$ cat config.mk
export PLATFORM = sky130hd
export DESIGN_NAME = lcd_bus_writer
export DESIGN_NICKNAME = d
export VERILOG_FILES = /design/src/rtl/lcd_bus_writer.sv
export SDC_FILE = /design/constraint.sdc
export NUM_CORES = 1
export LEC_CHECK = 0
export BUFFER_PORTS_ARGS = -buffer_cell sky130_fd_sc_hd__buf_2
export CORE_MARGIN = 1
export CORE_UTILIZATION = 52
export CTS_CLUSTER_DIAMETER = 80
export DETAILED_ROUTE_END_ITERATION = 6
export PLACE_DENSITY = 0.86
export SLEW_MARGIN = 20
export SYNTH_ARGS = -nofsm -noshare
export SYNTH_HDL_FRONTEND = slang
export SYNTH_SLANG_ARGS = --single-unit
$ cat constraint.sdc
create_clock -name pclk -period 7.4 [get_ports pclk]
set_clock_uncertainty 0.05 [all_clocks]
set_input_delay 0.74 -clock pclk [delete_from_list [all_inputs] [get_ports pclk]]
set_output_delay 0.74 -clock pclk [all_outputs]
set_load 0.02 [all_outputs]
$ cat src/rtl/lcd_bus_writer.sv
// lcd_bus_writer: consumes one dispatched word per data_valid/write_ok
// handshake and turns it into one or more 16-bit writes on an 8080-style
// parallel LCD bus (write only, lcd_rd held high).
//
// Optional feature macro: LCD_BUS_WRITER_FILL_EN
//   defined   -> command 0x2C repeats its data beat graph_size[23:0] times
//   undefined -> 0x2C behaves like every other command (one data beat)
module lcd_bus_writer #(
   parameter int WR_LOW_CYC  = 2,
   parameter int WR_HIGH_CYC = 2
) (
   input  logic        pclk,
   input  logic        rst_n,
   input  logic [31:0] buffer_data,
   input  logic [31:0] buffer_addr,
   input  logic        data_valid,
   input  logic [31:0] graph_size,
   input  logic        refresh,
   input  logic        refresh_rs,
   output logic        write_ok,
   output logic        lcd_csel,
   output logic        lcd_rs,
   output logic        lcd_wr,
   output logic        lcd_rd,
   output logic [15:0] lcd_data_o,
   output logic        lcd_data_oe
);

   typedef enum logic [1:0] {
      IDLE  = 2'd0,
      WR_LO = 2'd1,
      WR_HI = 2'd2
   } state_t;

   state_t      state;
   logic [15:0] phase_cnt;
   logic [15:0] data_word;
   logic        cmd_beat;
   logic        lo_done;
   logic        hi_done;
   logic        last_data_beat;
   logic        unused_inputs;

   assign lo_done = (phase_cnt == 16'(WR_LOW_CYC - 1));
   assign hi_done = (phase_cnt == 16'(WR_HIGH_CYC - 1));
   assign lcd_rd  = 1'b1;

`ifdef LCD_BUS_WRITER_FILL_EN
   logic [23:0] fill_cnt;
   logic [23:0] fill_init;
   logic        is_fill_cmd;

   // A fill is the 0x2C command word (offset byte zero, not a raw word).
   // A zero pixel count still produces one data beat.
   assign is_fill_cmd = !refresh && (buffer_data[23:16] == 8'h00) &&
                        (buffer_data[31:24] == 8'h2C);
   assign fill_init   = (is_fill_cmd && (graph_size[23:0] != 24'd0)) ?
                        graph_size[23:0] : 24'd1;
   assign last_data_beat = (fill_cnt <= 24'd1);
   assign unused_inputs  = ^{buffer_addr, graph_size[31:24]};
`else
   assign last_data_beat = 1'b1;
   assign unused_inputs  = ^{buffer_addr, graph_size};
`endif

   // Handshake, beat sequencing and all registered bus outputs.
   always_ff @(posedge pclk or negedge rst_n) begin
      if (!rst_n) begin
         state       <= IDLE;
         phase_cnt   <= '0;
         data_word   <= '0;
         cmd_beat    <= 1'b0;
         write_ok    <= 1'b1;
         lcd_csel    <= 1'b1;
         lcd_wr      <= 1'b1;
         lcd_rs      <= 1'b1;
         lcd_data_o  <= '0;
         lcd_data_oe <= 1'b0;
`ifdef LCD_BUS_WRITER_FILL_EN
         fill_cnt    <= '0;
`endif
      end else begin
         case (state)
            IDLE: begin
               if (write_ok && data_valid) begin
                  state       <= WR_LO;
                  phase_cnt   <= '0;
                  data_word   <= buffer_data[15:0];
                  write_ok    <= 1'b0;
                  lcd_csel    <= 1'b0;
                  lcd_wr      <= 1'b0;
                  lcd_data_oe <= 1'b1;
`ifdef LCD_BUS_WRITER_FILL_EN
                  fill_cnt    <= fill_init;
`endif
                  if (refresh) begin
                     lcd_rs     <= refresh_rs;
                     lcd_data_o <= buffer_data[15:0];
                     cmd_beat   <= 1'b0;
                  end else if (buffer_data[23:16] != 8'h00) begin
                     lcd_rs     <= 1'b1;
                     lcd_data_o <= buffer_data[15:0];
                     cmd_beat   <= 1'b0;
                  end else begin
                     lcd_rs     <= 1'b0;
                     lcd_data_o <= {8'h00, buffer_data[31:24]};
                     cmd_beat   <= 1'b1;
                  end
               end
            end

            WR_LO: begin
               if (lo_done) begin
                  state     <= WR_HI;
                  phase_cnt <= '0;
                  lcd_wr    <= 1'b1;
               end else begin
                  phase_cnt <= phase_cnt + 16'd1;
               end
            end

            WR_HI: begin
               if (hi_done) begin
                  phase_cnt <= '0;
                  if (cmd_beat) begin
                     cmd_beat   <= 1'b0;
                     state      <= WR_LO;
                     lcd_wr     <= 1'b0;
                     lcd_rs     <= 1'b1;
                     lcd_data_o <= data_word;
                  end else begin
`ifdef LCD_BUS_WRITER_FILL_EN
                     if (fill_cnt != 24'd0) begin
                        fill_cnt <= fill_cnt - 24'd1;
                     end
`endif
                     if (!last_data_beat) begin
                        state  <= WR_LO;
                        lcd_wr <= 1'b0;
                     end else begin
                        state       <= IDLE;
                        write_ok    <= 1'b1;
                        lcd_csel    <= 1'b1;
                        lcd_data_oe <= 1'b0;
                     end
                  end
               end else begin
                  phase_cnt <= phase_cnt + 16'd1;
               end
            end

            default: begin
               state <= IDLE;
            end
         endcase
      end
   end

endmodule

# Word level (Yosys, flattened, before mapping)
# Index checks and enable logic that the tools add are counted.
[classes]
n_reduce_logical = 14
addsub = 1
n_eq_ne = 8
n_mux = 37
[ops]
columns = ["op", "count"]
rows = [
  ["$mux W16", 7],
  ["$pmux W16 S2", 2],
  ["$mux W1", 19],
  ["$add A16 B1 Y16 const B", 1],
  ["$eq A16 B1 Y1 const B", 1],
  ["$ne A2 B2 Y1 const B", 5],
  ["$pmux W1 S2", 4],
  ["$reduce_and A4 Y1", 2],
  ["$reduce_bool A8 Y1", 1],
  ["$mux W2", 3],
  ["$pmux W2 S3", 1],
  ["$reduce_and A3 Y1", 2],
  ["$reduce_and A5 Y1", 1],
  ["$reduce_and A2 Y1", 2],
  ["$reduce_bool A2 Y1", 2],
  ["$pmux W1 S3", 1],
  ["$reduce_bool A3 Y1", 1],
  ["$eq A2 B1 Y1 const B", 1],
  ["$eq A2 B2 Y1 const B", 1],
  ["$logic_not A2 Y1", 1],
  ["$reduce_or A2 Y1", 1],
  ["$logic_and A1 B1 Y1", 1],
]
[totals]
regBits = 55

# Longest topological paths before layout
[logic_depth]
word_depth = 5
ltp_mapped = 10
ltp_nobuf = 6

# Worst setup path after synthesis
# Ideal clock, no wire load.
[synth_timing]
path_kind = "register to register"
start = "register state[0]"
end = "register lcd_data_o[0]"
t_required_ns = 7.247
path_stages_with_launch = 11
period_less_slack_ns = 2.325
path_buffers = 4
setup_time_ns = 0.103
setup_slack_ns = 5.075
t_arrival_ns = 2.172
cell_sequence = "dfrtp_1 -> inv_1 -> ha_1 -> buf_6 -> a21boi_1 -> or3_1 -> buf_2 -> or2_1 -> buf_6 -> buf_6 -> o41ai_2"
[synth_via]
elab_chain_len = 3
[synth_rtl]
columns = ["item", "line_no", "source"]
rows = [
  ["start: declaration", "35", "state_t state;"],
  ["start signal: assignment", "69", "state <= IDLE;"],
  ["start signal: assignment", "86", "state <= WR_LO;"],
  ["start signal: assignment", "114", "state <= WR_HI;"],
  ["$eq A2 B2 Y1 or $logic_not A2 Y1 (tied branches)", "83", "case (state)"],
  ["$ne A2 B2 Y1 (no line) or $reduce_bool A2 Y1 (tied branches)", "n/a", ""],
  ["$reduce_and A4 Y1 (no line)", "n/a", ""],
  ["end signal: assignment", "98", "lcd_data_o <= buffer_data[15:0];"],
  ["end signal: assignment", "102", "lcd_data_o <= buffer_data[15:0];"],
  ["end signal: assignment", "106", "lcd_data_o <= {8'h00, buffer_data[31:24]};"],
  ["end: declaration", "25", "output logic [15:0] lcd_data_o,"],
]
# Several ways; a longest one is shown, not always the timed one.
# A chain may end at the register's enable or synchronous reset.

# Worst setup path in the final report
[layout_timing]
start = "register state[0]"
end = "register lcd_data_o[15]"
# Same word-level chain as after synthesis.

==> key figures <==
Timing
  – Total negative slack: 0 ns
  – Final Hold Viols: 0
  – Max_slew headroom: 35.6%
  – Max Slew Vio Count: 0
  – Minimum clock period: 3.58 ns
  – Hold slack: 0.416 ns
  – Slew @ Worst Pin: 0.953 ns
  – RSZ-0062 raised after global routing: false
  – Fmax: 279 MHz
  – Final setup fails: 0
  – Final Cycle Share: 48.4%

Clock tree
  – Clock-pin slew on the worst setup and hold paths: 0.10 ns
  – Maximum root-to-sink buffer count: 2
  – Post-CTS setup buffers: 0
  – Root buffer cell: clkbuf_8
  – Cts bufs inserted: 5
  – CTS resizes: 0
  – Hold Buf Count CTS: 0
  – CTS tree: yes
  – Clk_lat worst skew: 0.31 ns
  – Clk sinks: 55
  – CTS H-tree depth: 2

Logic synthesis
  – Ys async rst share: 100%
  – Synth top area share: 45.1%
  – Area contributors post-synth: dfrtp_1, mux2_2, o21ai_0, o41ai_2, nand2_1
  – Number of flops mapped to enable cells by yosys: 0
  – Synth cell count leaders: dfrtp_1, o21ai_0, mux2_2, nand2_1, nor3_1
  – Gate Count Post-Synth: 288
  – Yosys cell types: 43
  – Most frequent cell after synthesis: dfrtp_1
  – Synthesis warning total: 0
  – Area fraction in compound gates after synthesis: 15.6%
  – Adder and majority cell fraction of the synthesized area: 2.60%
  – Ys flop type: dfrtp_1
  – Post-synthesis sequential area ratio: 47.9%
  – Synthesized area per cell: 10.0 um2
  – Post-synthesis mux area share: 9.76%
  – Yosys reg bits: 55
  – Main combinational cell family by area after synthesis: simple AND/OR/NAND/NOR gates
  – Simple-gate share of the synthesized area: 18.4%
  – Synth area leader: dfrtp_1
  – Mapped cell area: 2880 um2
  – Syn Nets: 395
  – Post-synthesis xor/xnor area fraction: 0.911%

Hold path
  – Worst hold path type: flip-flop to flip-flop

GRT
  – GRT Util Overall: 22.6%
  – Overflow after GRT: 0
  – First-pass GRT wire length: 10600 um
  – Initial antenna violation count: 0
  – Largest net degree at the start of global routing: 56
  – Vias in the first global route: 2369

Place
  – Port Buffers: 57
  – HPWL Detailed: 4260 um
  – Placed Instance Area: 3170 um2
  – Gpl congestion: 0.811

Final layout
  – Nets: 442
  – Fill count: 417
  – Ant diodes: 0
  – Reg area: 1380 um2
  – Share of layout cells above drive strength 1: 30.7%
  – Area Growth Syn to Fin: 13.4%
  – Area of the multi-input gates: 1370 um2
  – Fin area: 3270 um2

Detailed routing
  – Total length of routed wires: 6260 um
  – Via density: 5.94
  – Routed vias: 2411
  – Wire per inst: 15.4 um
  – DRC errors left: 0
  – Post-route ant nets: 0
  – Iteration-0 DRC Markers: 224
  – DRT Pass-1 Iters: 4

Floorplanning
  – Core box area: 5240 um2
  – Top-level I/O count: 123
  – Starting density of the core: 55.1%
  – Die X: 76.5 um
  – Total die area: 5850 um2
  – Row cnt: 26
  – Die height: 76.5 um

Setup path
  – Setup Crit Path Kind: flip-flop to flip-flop
  – Critical Path Start Type: flip-flop
  – Critical Path AT: 3.72 ns
  – Cells along the critical path: inv_1, ha_1, clkinv_1, a41oi_1, or2_1, mux2_2
  – Crit path required time: 7.54 ns
  – Critical Path Fanout Max: 19
  – Slowest cell on the critical path: a41oi_1
  – Largest stage delay on the critical path: 0.95 ns
  – CP Capture Type: flip-flop

Power
  – Static leakage: 1.49 nW
  – Worst vdd ir: 0.100 mV
  – Pwr Total: 514 uW
  – PD cells: 157 nW/um2

Job
  – Max cap viols: 0

Status
  – Status: finished, final reports clean
[placed cells by master, fill, tap and decap left out, types with 3 or more instances in the layout]
cell      netlist  routed
clkbuf_8        0       7
inv_1           8       8
buf_2           1      57
nand2_1        25      25
nor4_1          5       5
or3_1          13      13
nor3_1         18      18
a31oi_1         3       3
a21oi_1        16      16
dfstp_2         3       3
o21ai_0        28      28
nor2_1         15      15
dfrtp_1        52      52
nand3_1         8       8
mux2_2         25      25
o31ai_1         3       3
nand4_1         5       5
o41ai_2         7       7
ha_1            6       6
[stage by stage]
stage                     utilization [%]  std cells  worst slack [ns]
after CTS                            62.4        406              3.89
final                                62.4        406              3.82
after global routing                 62.4        406              3.67
after global placement               60.5        398              3.94
after detailed placement             60.5        398              3.94
after floorplan                         -        288              5.07
[final timing paths]
check / startpoint / end / slack (ns) / depth (start not counted)
worst max-delay path: state[0]$_DFFE_PN0P_ / lcd_data_o[15]$_DFFE_PN0P_ / 3.82 / 6
worst min-delay path: lcd_rs$_DFFE_PN1P_ / lcd_rs$_DFFE_PN1P_ / 0.42 / 2
worst max register to register: state[0]$_DFFE_PN0P_ / lcd_data_o[15]$_DFFE_PN0P_ / 3.82 / 6
worst min register to register: lcd_rs$_DFFE_PN1P_ / lcd_rs$_DFFE_PN1P_ / 0.42 / 2
max in group asynchronous: rst_n / data_word[9]$_DFFE_PN0P_ / 6.34 / 2
min in group asynchronous: rst_n / phase_cnt[3]$_DFFE_PN0P_ / 0.51 / 2
[flip-flops by register name, summed over array words and instances (netlist names)]
name,flops
data_word,16
lcd_csel,1
lcd_rs,1
lcd_data_oe,1
lcd_wr,1
phase_cnt,16
state,2
cmd_beat,1
lcd_data_o,16
[routing by layer]
metal	track usage (%)	share of wire (%)	vias up	wire (um)
met2	37.8	48	86	2970
met3	6.35	6.7	7	419
met1	28.9	45	1180	2810
met5	0	0	-	0
li1	-	-	1138	-
met4	5.58	0.89	0	56
[where the power goes]
| part | internal (mW) | switching, mW |
|---|---|---|
| clock | 0.0856 | 0.0940 |
| sequential | 0.303 | 0.00103 |
| combinational | 0.0131 | 0.0177 |
[logic make-up (layout without fill, tap and decap cells)]
group	after synthesis	count (layout)
compound gates	66	66
xor+xnor	3	3
fa+ha+maj	6	6
buf+inv	28	76
flops	55	55
mux	25	25
other cells	1	1
simple gates	104	104
[critical path: cells and delay by family (launching register included)]
kind / cells / cell delay (ns)
AO/OA/AOI/OAI: 1 / 0.95
AND/OR/NAND/NOR: 1 / 0.83
flip-flops: 1 / 0.42
adder cells (fa/ha/maj): 1 / 0.19
multiplexers: 1 / 0.42
buffers and inverters: 2 / 0.60
[layout make-up]
class	instances	share of cell area, %
timing repair buffer	59	9.18
multi-input combinational	205	41.8
sequential	55	42.2
tap	70	2.68
clock buffer	8	3.06
inverter	9	1.03
(Power assumes the default switching activity.)
